===== config.mk =====
export PLATFORM = sky130hd
export DESIGN_NAME = seq_div16x8
export DESIGN_NICKNAME = d
export VERILOG_FILES = /design/src/rtl/seq_div16x8.sv
export SDC_FILE = /design/constraint.sdc
export NUM_CORES = 1
export LEC_CHECK = 0
export CAP_MARGIN = 20
export CORE_AREA = 4 4 92 94
export CTS_CLUSTER_DIAMETER = 40
export DETAILED_ROUTE_END_ITERATION = 8
export DIE_AREA = 0 0 96 98
export PLACE_DENSITY = 0.65
export SYNTH_ARGS = -nofsm -noshare
export SYNTH_HDL_FRONTEND = slang
export SYNTH_SLANG_ARGS = --single-unit

===== constraint.sdc =====
create_clock -name clock -period 2.5 [get_ports clock]
set_input_delay 0.25 -clock clock [delete_from_list [all_inputs] [get_ports clock]]
set_output_delay 0.25 -clock clock [all_outputs]
set_load 0.02 [all_outputs]

===== src/rtl/seq_div16x8.sv =====
// seq_div16x8: iterative restoring divider, one quotient bit per clock.
// Signed mode divides magnitudes and applies the signs when the result is written.
module seq_div16x8 #(
  parameter bit SIGNED  = 1'b0,
  parameter int WIDTH_N = 16,
  parameter int WIDTH_D = 8
) (
  input  logic               clock,
  input  logic               reset,
  input  logic               in_valid,
  output logic               in_ready,
  input  logic [WIDTH_N-1:0] num,
  input  logic [WIDTH_D-1:0] den,
  output logic               out_valid,
  input  logic               out_ready,
  output logic [WIDTH_N-1:0] quot,
  output logic [WIDTH_D-1:0] rem,
  output logic               dbz
);
  localparam int CW = $clog2(WIDTH_N) + 1;

  typedef enum logic [1:0] {
    S_IDLE,
    S_BUSY,
    S_DONE
  } state_t;

  state_t r_state;
  state_t w_next;

  logic [CW-1:0]      r_cnt;
  logic [WIDTH_N-1:0] r_n;
  logic [WIDTH_D-1:0] r_d;
  logic [WIDTH_D-1:0] r_p;
  logic               r_sq;
  logic               r_sr;
  logic [WIDTH_N-1:0] r_quot;
  logic [WIDTH_D-1:0] r_rem;
  logic               r_dbz;

  logic               w_nneg;
  logic               w_dneg;
  logic [WIDTH_N-1:0] w_nmag;
  logic [WIDTH_D-1:0] w_dmag;
  logic [WIDTH_D:0]   w_ptry;
  logic               w_ge;
  logic [WIDTH_D-1:0] w_pnext;
  logic               w_fin;

  assign w_nneg = SIGNED & num[WIDTH_N-1];
  assign w_dneg = SIGNED & den[WIDTH_D-1];
  assign w_nmag = w_nneg ? -num : num;
  assign w_dmag = w_dneg ? -den : den;

  // Remainder after a subtract is below the divisor, so WIDTH_D bits suffice.
  assign w_ptry  = {r_p, r_n[WIDTH_N-1]};
  assign w_ge    = w_ptry >= {1'b0, r_d};
  assign w_pnext = w_ge ? (w_ptry[WIDTH_D-1:0] - r_d)
                        : w_ptry[WIDTH_D-1:0];
  // Counter underflow past zero marks the finalise cycle.
  assign w_fin   = r_cnt[CW-1];

  always_comb begin
    w_next = r_state;
    case (r_state)
      S_IDLE:  if (in_valid)  w_next = S_BUSY;
      S_BUSY:  if (w_fin)     w_next = S_DONE;
      S_DONE:  if (out_ready) w_next = S_IDLE;
      default: w_next = S_IDLE;
    endcase
  end

  always_ff @(posedge clock) begin
    if (reset) r_state <= S_IDLE;
    else       r_state <= w_next;
  end

  always_ff @(posedge clock) begin
    if (reset) begin
      r_cnt  <= '0;
      r_n    <= '0;
      r_d    <= '0;
      r_p    <= '0;
      r_sq   <= 1'b0;
      r_sr   <= 1'b0;
      r_quot <= '0;
      r_rem  <= '0;
      r_dbz  <= 1'b0;
    end else begin
      case (r_state)
        S_IDLE: begin
          if (in_valid) begin
            r_n   <= w_nmag;
            r_d   <= w_dmag;
            r_p   <= '0;
            r_sq  <= w_nneg ^ w_dneg;
            r_sr  <= w_nneg;
            r_cnt <= CW'(WIDTH_N - 1);
          end
        end
        S_BUSY: begin
          if (!w_fin) begin
            r_p   <= w_pnext;
            r_n   <= {r_n[WIDTH_N-2:0], w_ge};
            r_cnt <= r_cnt - CW'(1);
          end else if (r_d == '0) begin
            r_quot <= '1;
            r_rem  <= '0;
            r_dbz  <= 1'b1;
          end else begin
            r_quot <= r_sq ? -r_n : r_n;
            r_rem  <= r_sr ? -r_p : r_p;
            r_dbz  <= 1'b0;
          end
        end
        default: ;
      endcase
    end
  end

  assign in_ready  = (r_state == S_IDLE);
  assign out_valid = (r_state == S_DONE);
  assign quot      = r_quot;
  assign rem       = r_rem;
  assign dbz       = r_dbz;
endmodule

Yosys cells after proc, flatten, opt, wreduce, memory -nomap -nowiden
Index checks and enable logic that the tools add are counted.
Widths: inputs -> output; s select.
{"block": "totals", "elab_cells": 43, "mem_bits_ro": 0, "regBits": 64, "memories": 0, "latch_bits": 0, "output_inout_bits": 27, "ramBits": 0}
{"block": "op_classes", "shift": 0, "n_div": 0, "multipliers": 0, "bitwise_logic": 0, "eq_ne": 6, "magnitude_cmp": 1, "mux": 17, "n_reduce_logical": 8, "n_addsub": 2}
{"operator": "$mux 16", "n": 3}
{"operator": "$mux 8", "n": 4}
{"operator": "$pmux 16 s2", "n": 1}
{"operator": "$pmux 8 s2", "n": 1}
{"operator": "$mux 5", "n": 2}
{"operator": "$pmux 5 s2", "n": 1}
{"operator": "$ge 9x8->1", "n": 1}
{"operator": "$logic_not 8->1", "n": 1}
{"operator": "$sub 8x8->8", "n": 1}
{"operator": "$mux 2", "n": 3}
{"operator": "$ne 2x2->1 const B", "n": 3}
{"operator": "$pmux 2 s3", "n": 1}
{"operator": "$reduce_and 2->1", "n": 3}
{"operator": "$reduce_and 3->1", "n": 2}
{"operator": "$sub 5x1->5 const B", "n": 1}
{"operator": "$eq 2x1->1 const B", "n": 1}
{"operator": "$eq 2x2->1 const B", "n": 1}
{"operator": "$logic_not 2->1", "n": 1}
{"operator": "$ne 2x1->1 const B", "n": 1}
{"operator": "$reduce_bool 2->1", "n": 1}
{"operator": "$mux 1", "n": 1}

Longest topological paths before layout
Gate-level depths: netlist (run 1).
{"block": "depth", "ltp_word": 4, "depth_mapped": 8, "ltp_nobuf": 8}

Worst setup path after synthesis (run 1)
OpenSTA, ideal clock, no wires.
{"block": "synth_path", "path_type": "register -> register", "startpoint": "reg r_d[6]", "endpoint": "reg r_p[7]", "path_buffers": 0, "setup_slack_ns": 0.595, "synth_period_minus_slack_ns": 1.905, "stages_incl_launch_ff": 8, "t_arrival_ns": 1.783, "cell_sequence": "dfxtp_1 -> inv_1 -> ha_1 -> a21o_1 -> a2111o_1 -> o32ai_1 -> a2111oi_2 -> a311o_1"}
{"block": "synth_via", "elab_chain_cells": 4, "word_cells_on_any_way": 5}
{"item": "from (decl)", "line": "33", "source": "logic [WIDTH_D-1:0] r_d;"}
{"item": "from (signal assigned)", "line": "94", "source": "r_d <= w_dmag;"}
{"item": "$sub 8x8->8 or $ge 9x8->1 (tied branches)", "line": "58, 57"}
{"item": "$mux 8 (*)", "line": "58", "source": "assign w_pnext = w_ge ? (w_ptry[WIDTH_D-1:0] - r_d)"}
{"item": "$mux 8 (*)", "line": "102", "source": "if (!w_fin) begin"}
{"item": "$pmux 8 s2 (*)", "line": "90", "source": "case (r_state)"}
{"item": "to (signal assigned)", "line": "103", "source": "r_p <= w_pnext;"}
{"item": "to (decl)", "line": "34", "source": "logic [WIDTH_D-1:0] r_p;"}
Mark *: on every way between the ends. The rest lies on a longest branch, timed or not. The select of a mux whose other input is x is not followed.
A chain may end at the register's enable or synchronous reset.

Worst setup path after layout (run 1)
{"block": "layout_path", "startpoint": "reg r_n[15]", "endpoint": "reg r_p[6]"}
{"block": "layout_via", "elab_chain_cells": 4, "word_cells_on_any_way": 5}
{"item": "from (decl)", "line": "32", "source": "logic [WIDTH_N-1:0] r_n;"}
{"item": "from (signal assigned)", "line": "93", "source": "r_n <= w_nmag;"}
{"item": "from (signal assigned)", "line": "104", "source": "r_n <= {r_n[WIDTH_N-2:0], w_ge};"}
{"item": "$sub 8x8->8 or $ge 9x8->1 (tied branches)", "line": "58, 57"}
{"item": "$mux 8 (*)", "line": "58"}
{"item": "$mux 8 (*)", "line": "102"}
{"item": "$pmux 8 s2 (*)", "line": "90"}
Marks and branches as above.

==> impl_metrics.csv, run 1 <==
group,metric,value,unit
synthesis,synth-seq-area-share,42.5,%
clock_network,cts_num_sinks,64,
global_route,grt_max_degree,29,
synthesis,synthFlopType,"dfxtp_1",
worst_hold_path,hold_path.class,"in2reg",
worst_hold_path,hold-path-cell-count,2,
worst_hold_path,hold_path.startpoint,"reset",
clock_network,clkTransAtPathRegs,0.08,ns
timing,slew_violations,0,
routing,via_count,2816,
setup_path,r2r-start,"r_n[15]$_SDFFE_PP0P_",
die,start_util,39.4,%
clock_network,post_cts_resized,0,
clock_network,root_buffer,"clkbuf_8",
global_route,grt_first_pass_wirelength,13.0,mm
worst_hold_path,hold_path_end,"rem[1]$_SDFFE_PP0P_",
pwr,ir_worst_vdd,0.285,mV
global_route,antenna_found_initial,0,
synthesis,synth-async-reset-ratio,0,%
placed_design,place.gp.congestion,0.910,
routing,vias_per_cell,5.31,
global_route,first_global_vias,2691,
synthesis,synth_edf_count,0,
final_layout,final_cell_mix,"68 x nor2_1, 64 x dfxtp_1, 57 x nand2_1, 53 x clkdlybuf4s50_1",
die,core.rowCount,32,
timing,fin_tns_setup,0,ns
synthesis,ys_seq_elements,64,
clock_network,cts_buffers,9,
routing,dr.first_iter.drc_count,140,
final_layout,diodes,0,
clock_network,tritoncts,"done",
routing,wirelength,7.61,mm
timing,fmax,0.466,GHz
die,num_io_pins,55,
die,dieArea,0.00941,mm2
die,coreArea,0.00765,mm2
timing,hold_viol_final,0,
routing,ant_nets,0,
timing,finalCritPeriodShare,85.8,%
die,die_w,96,um
final_layout,instances_no_fill,530,
routing,post_drt_wl_per_cell,14.4,um
pwr,powerDensity,727,mW/mm2
clock_network,hold_buffers,0,
setup_path,path_class,"reg2reg",
timing,fin_crit,2.14,ns
routing,drcViolationCount,0,
final_layout,final_net_count,461,
placed_design,io_buffers,54,
clock_network,htreeDepth,3,
placed_design,dp_cells,514,
synthesis,ys_types,50,
synthesis,ys_warn_count,0,
timing,grt_setup_unrepaired,"no",
global_route,grt.total_usage,17.2,%
synthesis,avgSynthCellArea,8.22,um2
timing,maxSlewHeadroom,63.4,%
final_layout,syn2layout_area_growth,28.2,%
setup_path,path_max_fanout,4,
flow_run,max-cap-violations,0,
clock_network,clk_latency,0.35,ns
synthesis,synthesis.nets,405,
final_layout,final_common_cell,"nor2_1",
setup_path,reg2reg_to,"r_p[6]$_SDFFE_PP0P_",
setup_path,cp-start-kind,"register",
placed_design,place_hpwl,5.62,mm
setup_path,r2r_slack,0.36,ns
die,die_h,98,um
setup_path,cp.arrival,2.41,ns
setup_path,reg2reg_depth,8,
synthesis,syn_inst,367,
clock_network,clock_path_buffers,2,
routing,first_pass_iters,4,
status,status,"finished, final reports clean",
timing,finalClockSkew,0.0122,ns
clock_network,cts_setup_buffers,0,
setup_path,endpoint_kind,"register",
synthesis,synthesis.area,0.00302,mm2
pwr,leakage,1.48,nW
final_layout,drive_above_1_share,9.35,%
timing,setup_violations,0,
setup_path,critPathRequiredTime,2.77,ns
timing,worstMarginPinSlew,0.550,ns
global_route,grt.overflow.total,0,
-- stage by stage --
stage	total power [mW]	setup WS [ns]	util (%)	hold slack (ns)	instance area (um2)
floorplan	1.70	0.595	-	0.386	3020
global route	2.97	0.239	50.6	0.404	3870
global placement	1.90	0.445	47.9	0.465	3660
detailed placement	1.91	0.378	47.9	0.469	3660
finish	2.81	0.356	50.6	0.372	3870
CTS	2.83	0.351	50.6	0.379	3870
-- critical path, cell delays in order (launching register included) --
cell and delay, ns:
dfxtp_1 0.33, inv_1 0.08, ha_1 0.24, fa_1 0.39, nand2b_1 0.22, a2111o_1 0.40, o211ai_1 0.12, o21ai_0 0.13
o211ai_1 0.16
-- synth_stat cells, drive strengths merged, types with 6 or more instances --
cell / number / area share (%)
ha: 9 / 3.7
a22oi: 9 / 2.2
nor3: 19 / 3.7
nand2: 57 / 7.1
o211ai: 8 / 2.0
inv: 12 / 1.5
nand2b: 9 / 1.9
nor2: 70 / 8.9
clkbuf: 9 / 1.1
a21oi: 17 / 3.2
o21ai: 6 / 1.4
a311oi: 17 / 4.9
dfxtp: 64 / 42
buf: 9 / 1.7
-- layout make-up --
cell class	instances	area [um2]
Clock buffer	10	138
Clock inverter	6	68.8
Fill cell	775	3780
Inverter	12	45.0
Multi-Input combinational cell	273	1610
Sequential cell	64	1280
Tap cell	102	128
Timing Repair Buffer	63	603
-- sequential cells by signal, summed over array words and instances (netlist names) --
name and cells:
rem 8, quot 16, r_d 8, dbz 1
r_p 8, r_n 16, r_cnt 5, r_state 2
-- worst max-delay path by stage --
| stage | endpoint | depth (start not counted) | from |
|---|---|---|---|
| floorplan | r_p[7]$_SDFFE_PP0P_ | 7 | r_d[6]$_SDFFE_PP0P_ |
| global placement | r_p[6]$_SDFFE_PP0P_ | 8 | r_n[15]$_SDFFE_PP0P_ |
| detailed placement | r_p[6]$_SDFFE_PP0P_ | 8 | r_n[15]$_SDFFE_PP0P_ |
| CTS | r_p[6]$_SDFFE_PP0P_ | 8 | r_n[15]$_SDFFE_PP0P_ |
| global route | r_p[6]$_SDFFE_PP0P_ | 8 | r_n[15]$_SDFFE_PP0P_ |
| finish | r_p[6]$_SDFFE_PP0P_ | 8 | r_n[15]$_SDFFE_PP0P_ |
-- where the power goes --
| part | internal (mW) | total [mW] | switching [mW] |
|---|---|---|---|
| registers | 1.10 | 1.16 | 0.0679 |
| logic | 0.310 | 0.730 | 0.419 |
| clock network | 0.491 | 0.917 | 0.427 |
-- kinds of logic after synthesis --
family / share of synthesized area, %
simple gates: 27.5
compound gates: 21.1
flops: 42.5
buf+inv: 4.31
fa+ha+maj: 4.40
xor+xnor: 0.290
-- per-layer routing --
metal / part of all wire, % / vias to the layer above / GRT usage (%)
met3: 5.4 / 10 / 3.39
li1: - / 1410 / -
met5: 0 / - / 0
met4: 1.3 / 0 / 5.14
met1: 46 / 1319 / 23.3
met2: 47 / 77 / 27.3
(Power assumes the default switching activity.)
==> inputs of run 2 (changes only) <==
--- a/config.mk
+++ b/config.mk
@@ -6,11 +6,12 @@
 export NUM_CORES = 1
 export LEC_CHECK = 0
 export CAP_MARGIN = 20
-export CORE_AREA = 4 4 92 94
+export CORE_AREA = 4 4 80 82
 export CTS_CLUSTER_DIAMETER = 40
 export DETAILED_ROUTE_END_ITERATION = 8
-export DIE_AREA = 0 0 96 98
-export PLACE_DENSITY = 0.65
+export DIE_AREA = 0 0 84 86
+export PLACE_DENSITY = 0.83
+export SKIP_CTS_REPAIR_TIMING = 1
 export SYNTH_ARGS = -nofsm -noshare
 export SYNTH_HDL_FRONTEND = slang
 export SYNTH_SLANG_ARGS = --single-unit
==> constraint.sdc (replaced) <==
create_clock -name clock -period 2.8 [get_ports clock]
set_input_delay 0.28 -clock clock [delete_from_list [all_inputs] [get_ports clock]]
set_output_delay 0.28 -clock clock [all_outputs]
set_load 0.02 [all_outputs]
==> impl_metrics.csv, run 2 (synthesis results as in run 1) <==
group,metric,value,unit
setup_path,cp-start-kind,"register",
die,die_h,86,um
global_route,grt_busiest_layer,"met2",
timing,setup_violations,0,
final_layout,final_net_count,459,
global_route,antenna_found_initial,0,
final_layout,post-route-util,66.5,%
die,coreArea,0.00575,mm2
routing,ant_nets,0,
routing,wirelength,7.30,mm
pwr,powerDensity,656,mW/mm2
pwr,ir_worst_vdd,0.357,mV
timing,fin_tns_setup,0,ns
global_route,met3_usage,5.48,%
final_layout,drive_above_1_share,8.92,%
global_route,grt.total_usage,21.4,%
timing,worstMarginPinSlew,0.578,ns
routing,first_pass_iters,4,
timing,slew_violations,0,
clock_network,root_buffer,"clkbuf_8",
placed_design,place.gp.congestion,0.925,
placed_design,io_buffers,54,
worst_hold_path,hold_path.class,"in2reg",
final_layout,final_common_cell,"nor2_1",
setup_path,crit_family,"compound AO/OA/AOI/OAI gates",
setup_path,path_cells,"inv_1 > ha_1 > a21o_1 > a211oi_2 > a2111oi_2 > a311o_1",
status,status,"finished, final reports clean",
global_route,grt_first_pass_wirelength,12.6,mm
die,die_w,84,um
die,dieArea,0.00722,mm2
final_layout,final_cell_mix,"68 x nor2_1, 64 x dfxtp_1, 57 x nand2_1, 53 x clkdlybuf4s50_1",
clock_network,cts_buffers,9,
timing,hold_viol_final,0,
global_route,grt_max_degree,32,
timing,grt_setup_unrepaired,"no",
clock_network,tritoncts,"done",
die,num_io_pins,55,
routing,drcViolationCount,0,
die,start_util,52.5,%
setup_path,path_class,"reg2reg",
timing,maxSlewHeadroom,61.4,%
setup_path,max_stage_delay,0.55,ns
clock_network,clock_path_buffers,2,
setup_path,critPathRequiredTime,3.03,ns
global_route,groute.layer.met2.usage,36.9,%
placed_design,place_hpwl,5.48,mm
die,core.rowCount,28,
timing,fin_crit,2.15,ns
setup_path,critPathBufInv,1,
setup_path,endpoint_kind,"register",
clock_network,clk_latency,0.34,ns
setup_path,path_max_fanout,8,
setup_path,cp.arrival,2.39,ns
routing,vias_per_cell,5.61,
routing,post_drt_wl_per_cell,14.6,um
clock_network,cts_num_sinks,64,
timing,finalClockSkew,0.00659,ns
global_route,grtUsageMet1,25.7,%
routing,via_count,2812,
clock_network,htreeDepth,3,
flow_run,max-cap-violations,0,
global_route,grt.overflow.total,0,
clock_network,clkTransAtPathRegs,0.08,ns
setup_path,slowest_stage,"a211oi_2",
final_layout,syn2layout_area_growth,26.6,%
timing,finalCritPeriodShare,76.9,%
final_layout,diodes,0,
routing,dr.first_iter.drc_count,135,
timing,fmax,0.465,GHz
pwr,leakage,1.46,nW
global_route,first_global_vias,2788,
run 2: area by class of cell:
cell class / count / area [um2]
clock inverter: 6 / 67.6
tap: 75 / 93.8
clock buffer: 10 / 138
sequential: 64 / 1280
timing repair buffer: 61 / 588
multi-input combinational: 273 / 1610
fill: 520 / 1930
inverter: 12 / 45.0
run 2: final timing paths:
kind / depth (start not counted) / start / slack (ns) / endpoint
hold reg to reg: 2 / r_d[5]$_SDFFE_PP0P_ / 0.48 / r_d[5]$_SDFFE_PP0P_
hold / removal: 2 / reset / 0.43 / r_state[0]$_SDFFE_PP0P_
setup / recovery: 6 / r_d[6]$_SDFFE_PP0P_ / 0.65 / r_p[7]$_SDFFE_PP0P_
setup reg to reg: 6 / r_d[6]$_SDFFE_PP0P_ / 0.65 / r_p[7]$_SDFFE_PP0P_
run 2: stage by stage:
| stage | cell area, um2 | setup slack [ns] | std cells | total power, mW | hold WS (ns) |
|---|---|---|---|---|---|
| after CTS | 3820 | 0.698 | 501 | 2.50 | 0.417 |
| after global routing | 3820 | 0.549 | 501 | 2.63 | 0.452 |
| final | 3820 | 0.648 | 501 | 2.51 | 0.427 |
| after floorplan | 3020 | 0.895 | 367 | 1.52 | 0.416 |
| after detailed placement | 3610 | 0.712 | 485 | 1.69 | 0.466 |
| after global placement | 3610 | 0.777 | 485 | 1.67 | 0.455 |
run 2: power by group:
group,switching [mW],internal (mW)
Sequential,0.0623,0.979
Clock,0.384,0.438
Combinational,0.372,0.269
run 2: metal layers:
layer,vias up,routed length (um),share of wire (%)
met2,86,3520,48
met3,14,429,5.9
met5,-,0,0
li1,1405,-,-
met4,0,135,1.8
met1,1307,3220,44
==> inputs of run 3 (changes only) <==
--- a/config.mk
+++ b/config.mk
@@ -6,11 +6,11 @@
 export NUM_CORES = 1
 export LEC_CHECK = 0
 export CAP_MARGIN = 20
-export CORE_AREA = 4 4 80 82
+export CORE_AREA = 4 4 86 88
 export CTS_CLUSTER_DIAMETER = 40
 export DETAILED_ROUTE_END_ITERATION = 8
-export DIE_AREA = 0 0 84 86
-export PLACE_DENSITY = 0.83
+export DIE_AREA = 0 0 90 92
+export PLACE_DENSITY = 0.75
 export SKIP_CTS_REPAIR_TIMING = 1
 export SYNTH_ARGS = -nofsm -noshare
 export SYNTH_HDL_FRONTEND = slang
==> constraint.sdc (replaced) <==
create_clock -name clock -period 1.9 [get_ports clock]
set_input_delay 0.19 -clock clock [delete_from_list [all_inputs] [get_ports clock]]
set_output_delay 0.19 -clock clock [all_outputs]
set_load 0.02 [all_outputs]
==> impl_metrics.csv, run 3 (synthesis results as in run 1) <==
group,metric,value,unit
placed_design,place_hpwl,5.74,mm
setup_path,r2r-start,"r_n[15]$_SDFFE_PP0P_",
final_layout,final_common_cell,"nor2_1",
die,die_w,90,um
global_route,grt.overflow.total,0,
die,start_util,45.4,%
timing,grt_setup_unrepaired,"yes",
pwr,leakage,1.68,nW
setup_path,path_max_fanout,4,
timing,fin_crit,1.86,ns
worst_hold_path,hold-path-cell-count,2,
global_route,grt_max_degree,42,
timing,fin_hold_ws,0.241,ns
final_layout,fillers,565,
die,core.rowCount,30,
setup_path,crit_top_cell,"o211ai_1",
worst_hold_path,hold_path.startpoint,"reset",
routing,post_drt_wl_per_cell,14.7,um
routing,dr.first_iter.drc_count,135,
setup_path,max_stage_delay,0.36,ns
pwr,powerDensity,973,mW/mm2
pwr,ir_worst_vdd,0.395,mV
clock_network,cts_num_sinks,64,
setup_path,slowest_stage,"a2111o_1",
final_layout,syn2layout_area_growth,42.0,%
final_layout,final_net_count,493,
final_layout,diodes,0,
global_route,first_global_vias,2827,
routing,wirelength,7.94,mm
setup_path,endpoint_kind,"register",
clock_network,htreeDepth,3,
timing,finalClockSkew,0.00892,ns
routing,drcViolationCount,0,
clock_network,clk_latency,0.34,ns
clock_network,clock_path_buffers,2,
setup_path,crit_path_start,"r_n[15]$_SDFFE_PP0P_",
clock_network,tritoncts,"done",
setup_path,crit_family,"compound AO/OA/AOI/OAI gates",
status,status,"finished, final reports clean",
setup_path,critPathBufInv,1,
timing,maxSlewHeadroom,62.7,%
setup_path,cp.arrival,2.12,ns
timing,fmax,0.536,GHz
timing,fin_tns_setup,0,ns
setup_path,r2r_slack,0.04,ns
setup_path,reg2reg_to,"r_p[6]$_SDFFE_PP0P_",
routing,vias_per_cell,5.43,
setup_path,reg2reg_depth,8,
placed_design,place.gp.congestion,0.861,
setup_path,path_cells,"inv_1 > ha_4 > fa_2 > nand2b_4 > a2111o_1 > o211ai_1 > o21ai_1 > o211ai_1",
global_route,grt.total_usage,18.9,%
clock_network,cts_buffers,9,
worst_hold_path,hold_path_end,"rem[0]$_SDFFE_PP0P_",
die,coreArea,0.00664,mm2
worst_hold_path,hold_path.class,"in2reg",
timing,setup_violations,0,
clock_network,clkTransAtPathRegs,0.07,ns
clock_network,root_buffer,"clkbuf_8",
global_route,antenna_found_initial,0,
final_layout,final_cell_mix,"67 x nor2_1, 57 x nand2_1, 56 x dfxtp_1, 53 x clkdlybuf4s50_1, 39 x buf_4",
timing,hold_viol_final,0,
setup_path,critPathRequiredTime,2.16,ns
setup_path,path_class,"reg2reg",
final_layout,drive_above_1_share,20.9,%
flow_run,max-cap-violations,0,
routing,ant_nets,0,
routing,first_pass_iters,5,
setup_path,cp-start-kind,"register",
timing,worstMarginPinSlew,0.557,ns
timing,slew_violations,0,
die,dieArea,0.00828,mm2
timing,finalCritPeriodShare,98.1,%
placed_design,io_buffers,54,
routing,via_count,2931,
die,num_io_pins,55,
die,die_h,92,um
global_route,grt_first_pass_wirelength,12.9,mm
## run 3: stage by stage
| step | worst slack [ns] | cell area (um2) | power, mW | utilization [%] | std cells |
|---|---|---|---|---|---|
| global route | -0.0393 | 4280 | 4.38 | 64.5 | 540 |
| CTS | -0.117 | 4100 | 4.02 | 61.7 | 539 |
| detailed placement | -0.0828 | 3880 | 2.71 | 58.4 | 523 |
| global placement | -0.0269 | 3880 | 2.68 | 58.4 | 523 |
| finish | 0.0352 | 4280 | 4.17 | 64.5 | 540 |
| floorplan | 0.0162 | 3020 | 2.24 | - | 367 |
## run 3: worst reg2reg max path, cell delays in order, from the launching register on
cell and delay, ns:
dfxtp_2 0.34, inv_1 0.07, ha_4 0.18, fa_2 0.33, nand2b_4 0.16, a2111o_1 0.36, o211ai_1 0.09, o21ai_1 0.08
o211ai_1 0.16
## run 3: routing by layer
layer / global-route usage, % / share of wire, % / vias to the layer above / routed length, um
li1: - / - / 1479 / -
met1: 23.3 / 46 / 1367 / 3640
met2: 32.5 / 48 / 74 / 3820
met3: 4.68 / 4.8 / 11 / 381
met4: 5.74 / 1.1 / 0 / 91
met5: 0 / 0 / - / 0
## run 3: where the power goes
group	leakage [nW]	switching, mW	total, mW	internal (mW)
logic	1.04	0.680	1.33	0.647
registers	0.526	0.0881	1.53	1.45
clock network	0.110	0.566	1.31	0.741
## run 3: final cells by class
type	count	area, um2	area share [%]
Clock buffer	9	124	2.89
Clock inverter	7	95.1	2.22
Inverter	12	45.0	1.05
Multi-Input combinational cell	273	1760	41.1
Sequential cell	64	1290	30.1
Tap cell	80	100	2.34
Timing Repair Buffer	95	868	20.3
## run 3: how the worst max path moves through the flow
stage                                     end  slack, ns  depth (start not counted)
after floorplan           r_p[7]$_SDFFE_PP0P_       0.02                          7
after global placement    r_p[6]$_SDFFE_PP0P_      -0.03                          8
after detailed placement  r_p[6]$_SDFFE_PP0P_      -0.08                          8
after CTS                 r_p[6]$_SDFFE_PP0P_      -0.12                          8
after global routing      r_p[1]$_SDFFE_PP0P_      -0.04                          8
final                     r_p[6]$_SDFFE_PP0P_       0.04                          8
